==> src/rtl/sqrt_pkg.sv <==
// Shared types and width helpers for the iterative square-root unit.
// Widths derive from operand width XW and fractional result bits FRAC.
package sqrt_pkg;

  typedef enum logic {
    IDLE = 1'b0,
    RUN  = 1'b1
  } sqrt_state_t;

  function automatic int rw(input int xw, input int frac);
    return xw / 2 + frac;
  endfunction

  function automatic int ew(input int xw, input int frac);
    return xw + 2 * frac;
  endfunction

  function automatic bit xw_ok(input int xw);
    return (xw % 2 == 0) && (xw >= 4);
  endfunction

endpackage

==> src/rtl/sqrt_step.sv <==
// One digit-by-digit square-root iteration: brings down two operand bits and
// resolves one root bit. Purely combinational.
module sqrt_step #(
  parameter int RW = 16
) (
  input  logic [RW+1:0] q,
  input  logic [RW-1:0] r,
  input  logic [1:0]    bits,
  output logic [RW+1:0] q_next,
  output logic [RW-1:0] r_next
);

  logic [RW+1:0] t;
  logic [RW+1:0] d;
  logic          ge;

  // t and d never exceed RW+2 bits because the remainder stays <= 2*root.
  always_comb begin
    t      = (q << 2) | {{RW{1'b0}}, bits};
    d      = {r, 2'b01};
    ge     = (t >= d);
    q_next = ge ? (t - d) : t;
    r_next = {r[RW-2:0], ge};
  end

endmodule

==> src/rtl/sqrt_iter.sv <==
// Sequential square root, one result bit per clock; RW cycles start-to-done.
// start is ignored while busy; abort cancels without touching sqrt/rem.
module sqrt_iter
  import sqrt_pkg::*;
#(
  parameter  int XW   = 32,
  parameter  int FRAC = 0,
  localparam int RW   = rw(XW, FRAC),
  localparam int EW   = ew(XW, FRAC)
) (
  input  logic          clock,
  input  logic          reset,
  input  logic          start,
  input  logic          abort,
  input  logic [XW-1:0] xin,
  output logic          busy,
  output logic          done,
  output logic [RW-1:0] sqrt,
  output logic [RW:0]   rem
);

  localparam int KW = (RW > 2) ? $clog2(RW) : 1;

  if (!xw_ok(XW)) begin : g_bad_xw
    $error("sqrt_iter: XW must be even and >= 4");
  end

  sqrt_state_t   state;
  sqrt_state_t   state_next;
  logic [EW-1:0] x;
  logic [RW-1:0] r;
  logic [RW-1:0] r_next;
  logic [RW+1:0] q;
  logic [RW+1:0] q_next;
  logic [KW-1:0] k;

  sqrt_step #(.RW(RW)) u_step (
    .q      (q),
    .r      (r),
    .bits   (x[EW-1:EW-2]),
    .q_next (q_next),
    .r_next (r_next)
  );

  assign busy = (state == RUN);

  always_comb begin
    state_next = state;
    case (state)
      IDLE: if (start) state_next = RUN;
      RUN:  if (abort || (k == '0)) state_next = IDLE;
      default: state_next = IDLE;
    endcase
  end

  always_ff @(posedge clock) begin
    if (reset) begin
      state <= IDLE;
      x     <= '0;
      r     <= '0;
      q     <= '0;
      k     <= '0;
      done  <= 1'b0;
      sqrt  <= '0;
      rem   <= '0;
    end else begin
      state <= state_next;
      done  <= 1'b0;
      case (state)
        IDLE: begin
          if (start) begin
            x <= EW'(xin) << (2 * FRAC);
            r <= '0;
            q <= '0;
            k <= KW'(RW - 1);
          end
        end
        RUN: begin
          // Abort takes priority even on the final step, so no result leaks out.
          if (!abort) begin
            x <= x << 2;
            r <= r_next;
            q <= q_next;
            k <= k - 1'b1;
            if (k == '0) begin
              sqrt <= r_next;
              rem  <= q_next[RW:0];
              done <= 1'b1;
            end
          end
        end
        default: ;
      endcase
    end
  end

endmodule

==> config.mk <==
export PLATFORM = sky130hd
export DESIGN_NAME = sqrt_iter
export DESIGN_NICKNAME = d
export VERILOG_FILES = /design/src/rtl/sqrt_pkg.sv /design/src/rtl/sqrt_step.sv /design/src/rtl/sqrt_iter.sv
export SDC_FILE = /design/constraint.sdc
export NUM_CORES = 1
export LEC_CHECK = 0
export ABC_AREA = 1
export ABC_CLOCK_PERIOD_IN_PS = 2200
export BUFFER_PORTS_ARGS = -buffer_cell sky130_fd_sc_hd__buf_2
export CAP_MARGIN = 20
export CELL_PAD_IN_SITES_DETAIL_PLACEMENT = 1
export CELL_PAD_IN_SITES_GLOBAL_PLACEMENT = 2
export CORE_AREA = 4 4 133 135
export CTS_BUF_LIST = sky130_fd_sc_hd__clkbuf_4
export DETAILED_ROUTE_END_ITERATION = 12
export DIE_AREA = 0 0 137 139
export PLACE_DENSITY_LB_ADDON = 0.08
export SETUP_SLACK_MARGIN = 0.05
export SLEW_MARGIN = 10
export SYNTH_ARGS = -nofsm -noshare
export SYNTH_HDL_FRONTEND = slang
export SYNTH_SLANG_ARGS = --single-unit
export TNS_END_PERCENT = 1
==> constraint.sdc <==
create_clock -name clock -period 2.2 [get_ports clock]
set_input_delay 0.33 -clock clock [delete_from_list [all_inputs] [get_ports clock]]
set_output_delay 0.33 -clock clock [all_outputs]
set_load 0.01 [all_outputs]
### Word level (Yosys, flattened, before mapping)

Index checks and enable logic that the tools add are counted.

* bitwise operators: 3
* $add $sub $neg: 2
* equal/unequal tests: 2
* multiplexer cells: 17
* reduce and logical (&&, ||, !) cells: 5
* magnitude comparators: 1

Operator list (count)
* $mux W16: 4
* $mux W32: 2
* $pmux W16 S2: 2
* $pmux W32 S2: 1
* $ge A18 B18 Y1: 1
* $or A18 B2 Y18: 1
* $mux W17: 1
* $sub A17 B17 Y17: 1
* $mux W4: 2
* $pmux W4 S2: 1
* $logic_not A4 Y1: 1
* $ne A2 B2 Y1 const B: 2
* $sub A4 B1 Y4 const B: 1
* $mux W1: 3
* $reduce_and A3 Y1: 1
* $reduce_or A3 Y1: 1
* $not A1 Y1: 2
* $pmux W1 S2: 1
* $reduce_and A2 Y1: 1
* $logic_or A1 B1 Y1: 1

* register bits after elaboration: 103
* word-level logic and storage cells: 38

### Depth between registers and ports, before layout

* word-level depth: 5
* gate-level depth with buffers: 16

### Modules after synthesis

Synthesis repeated with hierarchy kept, for this count alone.

* cells, all modules: 814
* area total of the unflattened synthesis: 5650.4 µm²

Modules (own cells, without submodules)
* sqrt_iter: area an instance 4052.6 µm², cells an instance 510, times used 1, sequential area each 2102.0 µm²
* sqrt_step: area an instance 1597.8 µm², cells an instance 304, times used 1, sequential area each 0.0 µm²

### Least setup slack after synthesis

No wires, ideal clock.

* path kind: reg2reg
* start: register r[3]
* end: register rem[13]
* data required time: 2087 ps
* arrival time: 1714 ps
* setup time: 113 ps
* cell stages (with the launch flop): 16
* period minus slack after synthesis: 1827 ps
* buffers on the path: 1
* slack: 373 ps
* path through: dfxtp_1 inv_1 ha_1 nand2_2 inv_2 nand2_1 nand2_1 nand2_1 nand2_1 nand2_1 nand4_4 buf_6 nand2_2 nand2_2 o21ai_1 inv_1

* cells in the longest elaborated chain, start to end: 2

RTL lines
* start, declared: line sqrt_iter.sv:31 `logic [RW-1:0] r;`
* start signal, assigned: line sqrt_iter.sv:82 `r <= r_next;`
* $sub A17 B17 Y17 or $ge A18 B18 Y1 (tied branches): line sqrt_step.sv:22, sqrt_step.sv:21
* $mux W17 (*): line sqrt_step.sv:22 `q_next = ge ? (t - d) : t;`
* end signal, assigned: line sqrt_iter.sv:87 `rem <= q_next[RW:0];`
* end, declared: line sqrt_iter.sv:19 `output logic [RW:0] rem`

Mark *: on every way between the ends. The rest lies on a longest branch, timed or not.
A chain may end at the register's enable or synchronous reset.

### Worst setup path after layout

* start: register r[15]
* end: register q[6]

* cells in the longest elaborated chain, start to end: 4

RTL lines
* $ge A18 B18 Y1: line sqrt_step.sv:21 `ge = (t >= d);`
* $mux W17: line sqrt_step.sv:22
* $mux W16: line sqrt_iter.sv:80 `if (!abort) begin`
* $pmux W16 S2: line sqrt_iter.sv:69 `case (state)`
* end signal, assigned: line sqrt_iter.sv:83 `q <= q_next;`
* end, declared: line sqrt_iter.sv:33 `logic [RW+1:0] q;`

Every way passes these cells. The select of a mux whose other input is x is not followed.

==> reports/qor.txt <==
SYNTH
-----------------------------------------------------------------------------------------
Net count after synthesis                                                             834
Cell variety after synth                                                               34
Dominant synthesized flop cell                                                    dfxtp_1
Cells taking the most area after synthesis                                   dfxtp_1 (39%), nand2_1 (19%), nand3_1 (6.0%)
Largest family of logic cells by synthesized area                            simple AND/OR/NAND/NOR gates
Netlist Area Pre-Place                                                           5323 µm²
Mapped Avg Cell Area                                                            6.833 µm²
Post-synthesis register bit count                                                     103
Xor/xnor share of the synthesized area                                             1.152%
Share of synthesized area spent on multiplexers                                        0%
Number of synthesis warnings                                                            0
Number of instances in the synthesized netlist                                        779
Most used standard cells in the synthesized netlist                          nand2_1 (269), dfxtp_1 (103), inv_1 (71), nand3_1 (64), o21ai_0 (51)
Number of enable-type register cells in the synthesized netlist                         0
Most frequent cell after synthesis                                                nand2_1
Sequential element share of the synthesized area                                   38.74%
Area fraction in compound gates after synthesis                                    14.97%
Proportion of netlist area held by the largest area contributor                    38.74%
Cell type with the largest total area after synthesis                             dfxtp_1
Synth Area in Simple Gates                                                         31.50%
Adder-cell share of the synthesized area                                           4.466%
Proportion of register bits with asynchronous set or reset after synthesis             0%

DETAILED ROUTING
-----------------------------------------------------------------------------------------
Via-per-instance ratio                                                              4.922
Total length of routed met3 wires                                                  532 µm
Antenna-violating nets left                                                             0
Initial DRC Count                                                                     208
Max layer used                                                                       met4
Total DRC errors in the routed layout                                                   0
Count of vias placed by the detailed router                                          5326
Detailed-route wire length per cell                                              16.04 µm
Met2 wirelength from detailed routing                                            8.766 mm
Post-detailed-routing wire length                                                17.35 mm
Drt first pass iters                                                                    4
Met1 wire length                                                                 7.661 mm

STA
-----------------------------------------------------------------------------------------
Post-layout worst setup margin                                                   190.5 ps
Setup violation total in the final timing report                                        0
Worst Tran Pin Value                                                             763.0 ps
Hold Fails Final Rpt                                                                    0
Setup repair after global routing missed its margin                                  true
Relative slew slack                                                                49.06%
Final clock period utilization by the worst path                                   91.34%
Setup skew after layout                                                          22.11 ps
Max-slew violation total from the final report                                          0
Max Freq                                                                        497.6 MHz
Period minus WS final                                                             2009 ps
Final sum of negative setup slack                                                    0 ps
Final-layout worst hold slack                                                    83.29 ps

PLACED DESIGN
-----------------------------------------------------------------------------------------
I/O Buffers                                                                            70
DPL Wire Length                                                                  12.17 mm
Number of cells after detailed placement                                             1054
Routability cong.                                                                  0.8179
Pre-CTS setup slack                                                              65.35 ps

HOLD PATH
-----------------------------------------------------------------------------------------
Class of the tightest hold or removal check                                     in -> reg
Worst Hold Launch                                                                  xin[4]

FINISH
-----------------------------------------------------------------------------------------
Reg area                                                                         2082 µm²
Area of combinational cells with multiple inputs                                 3032 µm²
Finished Layout Cells                                                                1082
Synthesis-to-layout area growth                                                    23.06%
Number of filler instances in the final layout                                       2105
Layout cells sized above 1                                                         23.84%
Final net count                                                                       911

WORST SETUP PATH
-----------------------------------------------------------------------------------------
Crit. Startpoint                                                                    r[15]
Worst EP arrival                                                                  2420 ps
Critical-path maximum fanout                                                            6
Critical path data required time                                                  2610 ps
Cell with the largest stage delay on the worst path                               dfxtp_2
Setup CP Type                                                                  reg -> reg
Worst path bufs/invs                                                                    4
Capturing element type of the critical path                                      register
Cell type with the highest occurrence count on the critical path                  nand2_1
Source of the worst register-to-register timing path                                r[15]
Category of the worst setup path launch point                                    register
Critical path's top delay family                                             simple AND/OR/NAND/NOR gates
Cells along the critical path                                                inv_1 -> ha_1 -> nand2_1 -> inv_2 -> nand2_4 -> inv_2 -> nand2_1 -> nand2_1 -> a21oi_4 -> buf_12 -> nand3_2 -> nand2_1 -> nand2_1 -> a21oi_1
Stage delay of the slowest cell on the critical path                               360 ps

PWR
-----------------------------------------------------------------------------------------
Leakage dissipation                                                              2.946 nW
Overall power after layout                                                       6.852 mW
Power per standard cell area                                                  1046 nW/µm²
IR drop worst, VDD                                                              0.4978 mV

DIE
-----------------------------------------------------------------------------------------
Core outline area                                                               16470 µm²
Horizontal extent of the die                                                       137 µm
Die Span Y                                                                         139 µm
Row count                                                                              47
Boundary Pins                                                                          71
DIE AREA                                                                        19040 µm²
Initial cell density of the core                                                   32.33%

GLOBAL ROUTING
-----------------------------------------------------------------------------------------
Overall Global Routing Usage                                                       18.23%
Largest net degree at the start of global routing                                      63
Via count of the first global-routing pass                                           5715
First-pass GRT wire length                                                       28.14 mm
Leftover overflow at the end of global routing                                          0
Initial antenna violation count                                                         1

CLOCK TREE
-----------------------------------------------------------------------------------------
TritonCTS Buffers                                                                       9
CTS tree                                                                             done
Source-to-sink clock delay at the later pin of the worst-skew pair                 490 ps
Register clock-pin slew on the reported worst setup and hold paths                 170 ps
Hold buffer count at cts                                                                0
Clock Tree Buf Depth                                                                    2
Clock Sinks                                                                           103
Root Buffer                                                                      clkbuf_4
Number of levels in the clock H-tree                                                    3

RUN STATUS
-----------------------------------------------------------------------------------------
Outcome                                                                      complete, no violations

JOB
-----------------------------------------------------------------------------------------
Count of maximum capacitance violations                                                 0

==> cell families (layout without fill, tap and decap cells) <==
kind of cell | count (synthesis) | count (layout)
compound gates | 144 | 144
flops | 103 | 103
fa+ha+maj | 19 | 19
other cells | 0 | 2
xor+xnor | 7 | 7
buf+inv | 121 | 201
simple gates | 385 | 386
==> stage by stage <==
stage	util [%]	instance area, µm²
final	39.78	6550
after CTS	37.41	6160
after global placement	36.45	6002
after detailed placement	36.45	6002
after global routing	39.78	6550
after floorplan	-	5323
==> power by group <==
part	total [mW]	internal (mW)	leakage, nW	switching [mW]
sequential	2.09	1.99	0.848	0.0944
combinational	3.64	1.44	2.02	2.20
clock	1.12	0.453	0.0798	0.671
total	6.85	3.89	2.95	2.96
==> worst paths after layout <==
path,end,slack [ps],depth (start not counted)
max,q[6],190,14
min,x[4],80,3
max reg2reg,q[6],190,14
min reg2reg,x[4],470,2
==> placed cells by master, fill, tap and decap left out, types with 14 or more instances in the layout <==
cell,instances
dfxtp_2,16
nand2_2,17
nand3_1,61
ha_4,14
dfxtp_1,87
a21oi_1,38
a31oi_1,36
inv_2,15
nand2_1,259
o21ai_0,51
buf_2,70
inv_1,70
nor2_1,16
buf_4,23
==> cell type report <==
cell class	instances	area share (%)
antenna	2	0.07641
clock buffer	9	1.032
clock inverter	6	1.299
inverter	85	4.871
multi-input combinational	556	46.28
sequential	103	31.79
tap	220	4.202
timing repair buffer	101	10.45
==> state kept, by name (all words and copies together), names as in the netlist <==
signal  cells
x          32
rem        17
q          16
r          16
sqrt       16
k           4
busy        1
done        1
==> what timing repair did <==
action | CTS | global route
cloned | 0 | 3
pin swaps | 0 | 7
endpoints found under the setup margin | 1 | 32
resized for setup | 3 | 51
endpoints found under the hold margin | 0 | 0
setup buffers | 0 | 8
==> per-layer routing <==
layer / track usage [%] / vias to the layer above
met3: 3.157 / 20
met1: 21.69 / 2545
li1: - / 2680
met2: 32.89 / 81
met4: 5.725 / 0
met5: 0 / -
==> worst register-to-register path, cell delays in order, from the launching register on <==
cell	delay, ps
dfxtp_2	360
inv_1	40
ha_1	300
nand2_1	90
inv_2	70
nand2_4	90
inv_2	70
nand2_1	80
nand2_1	80
a21oi_4	220
buf_12	160
nand3_2	70
nand2_1	80
nand2_1	60
a21oi_1	150
No activity file was read; power rests on OpenSTA's default activity.
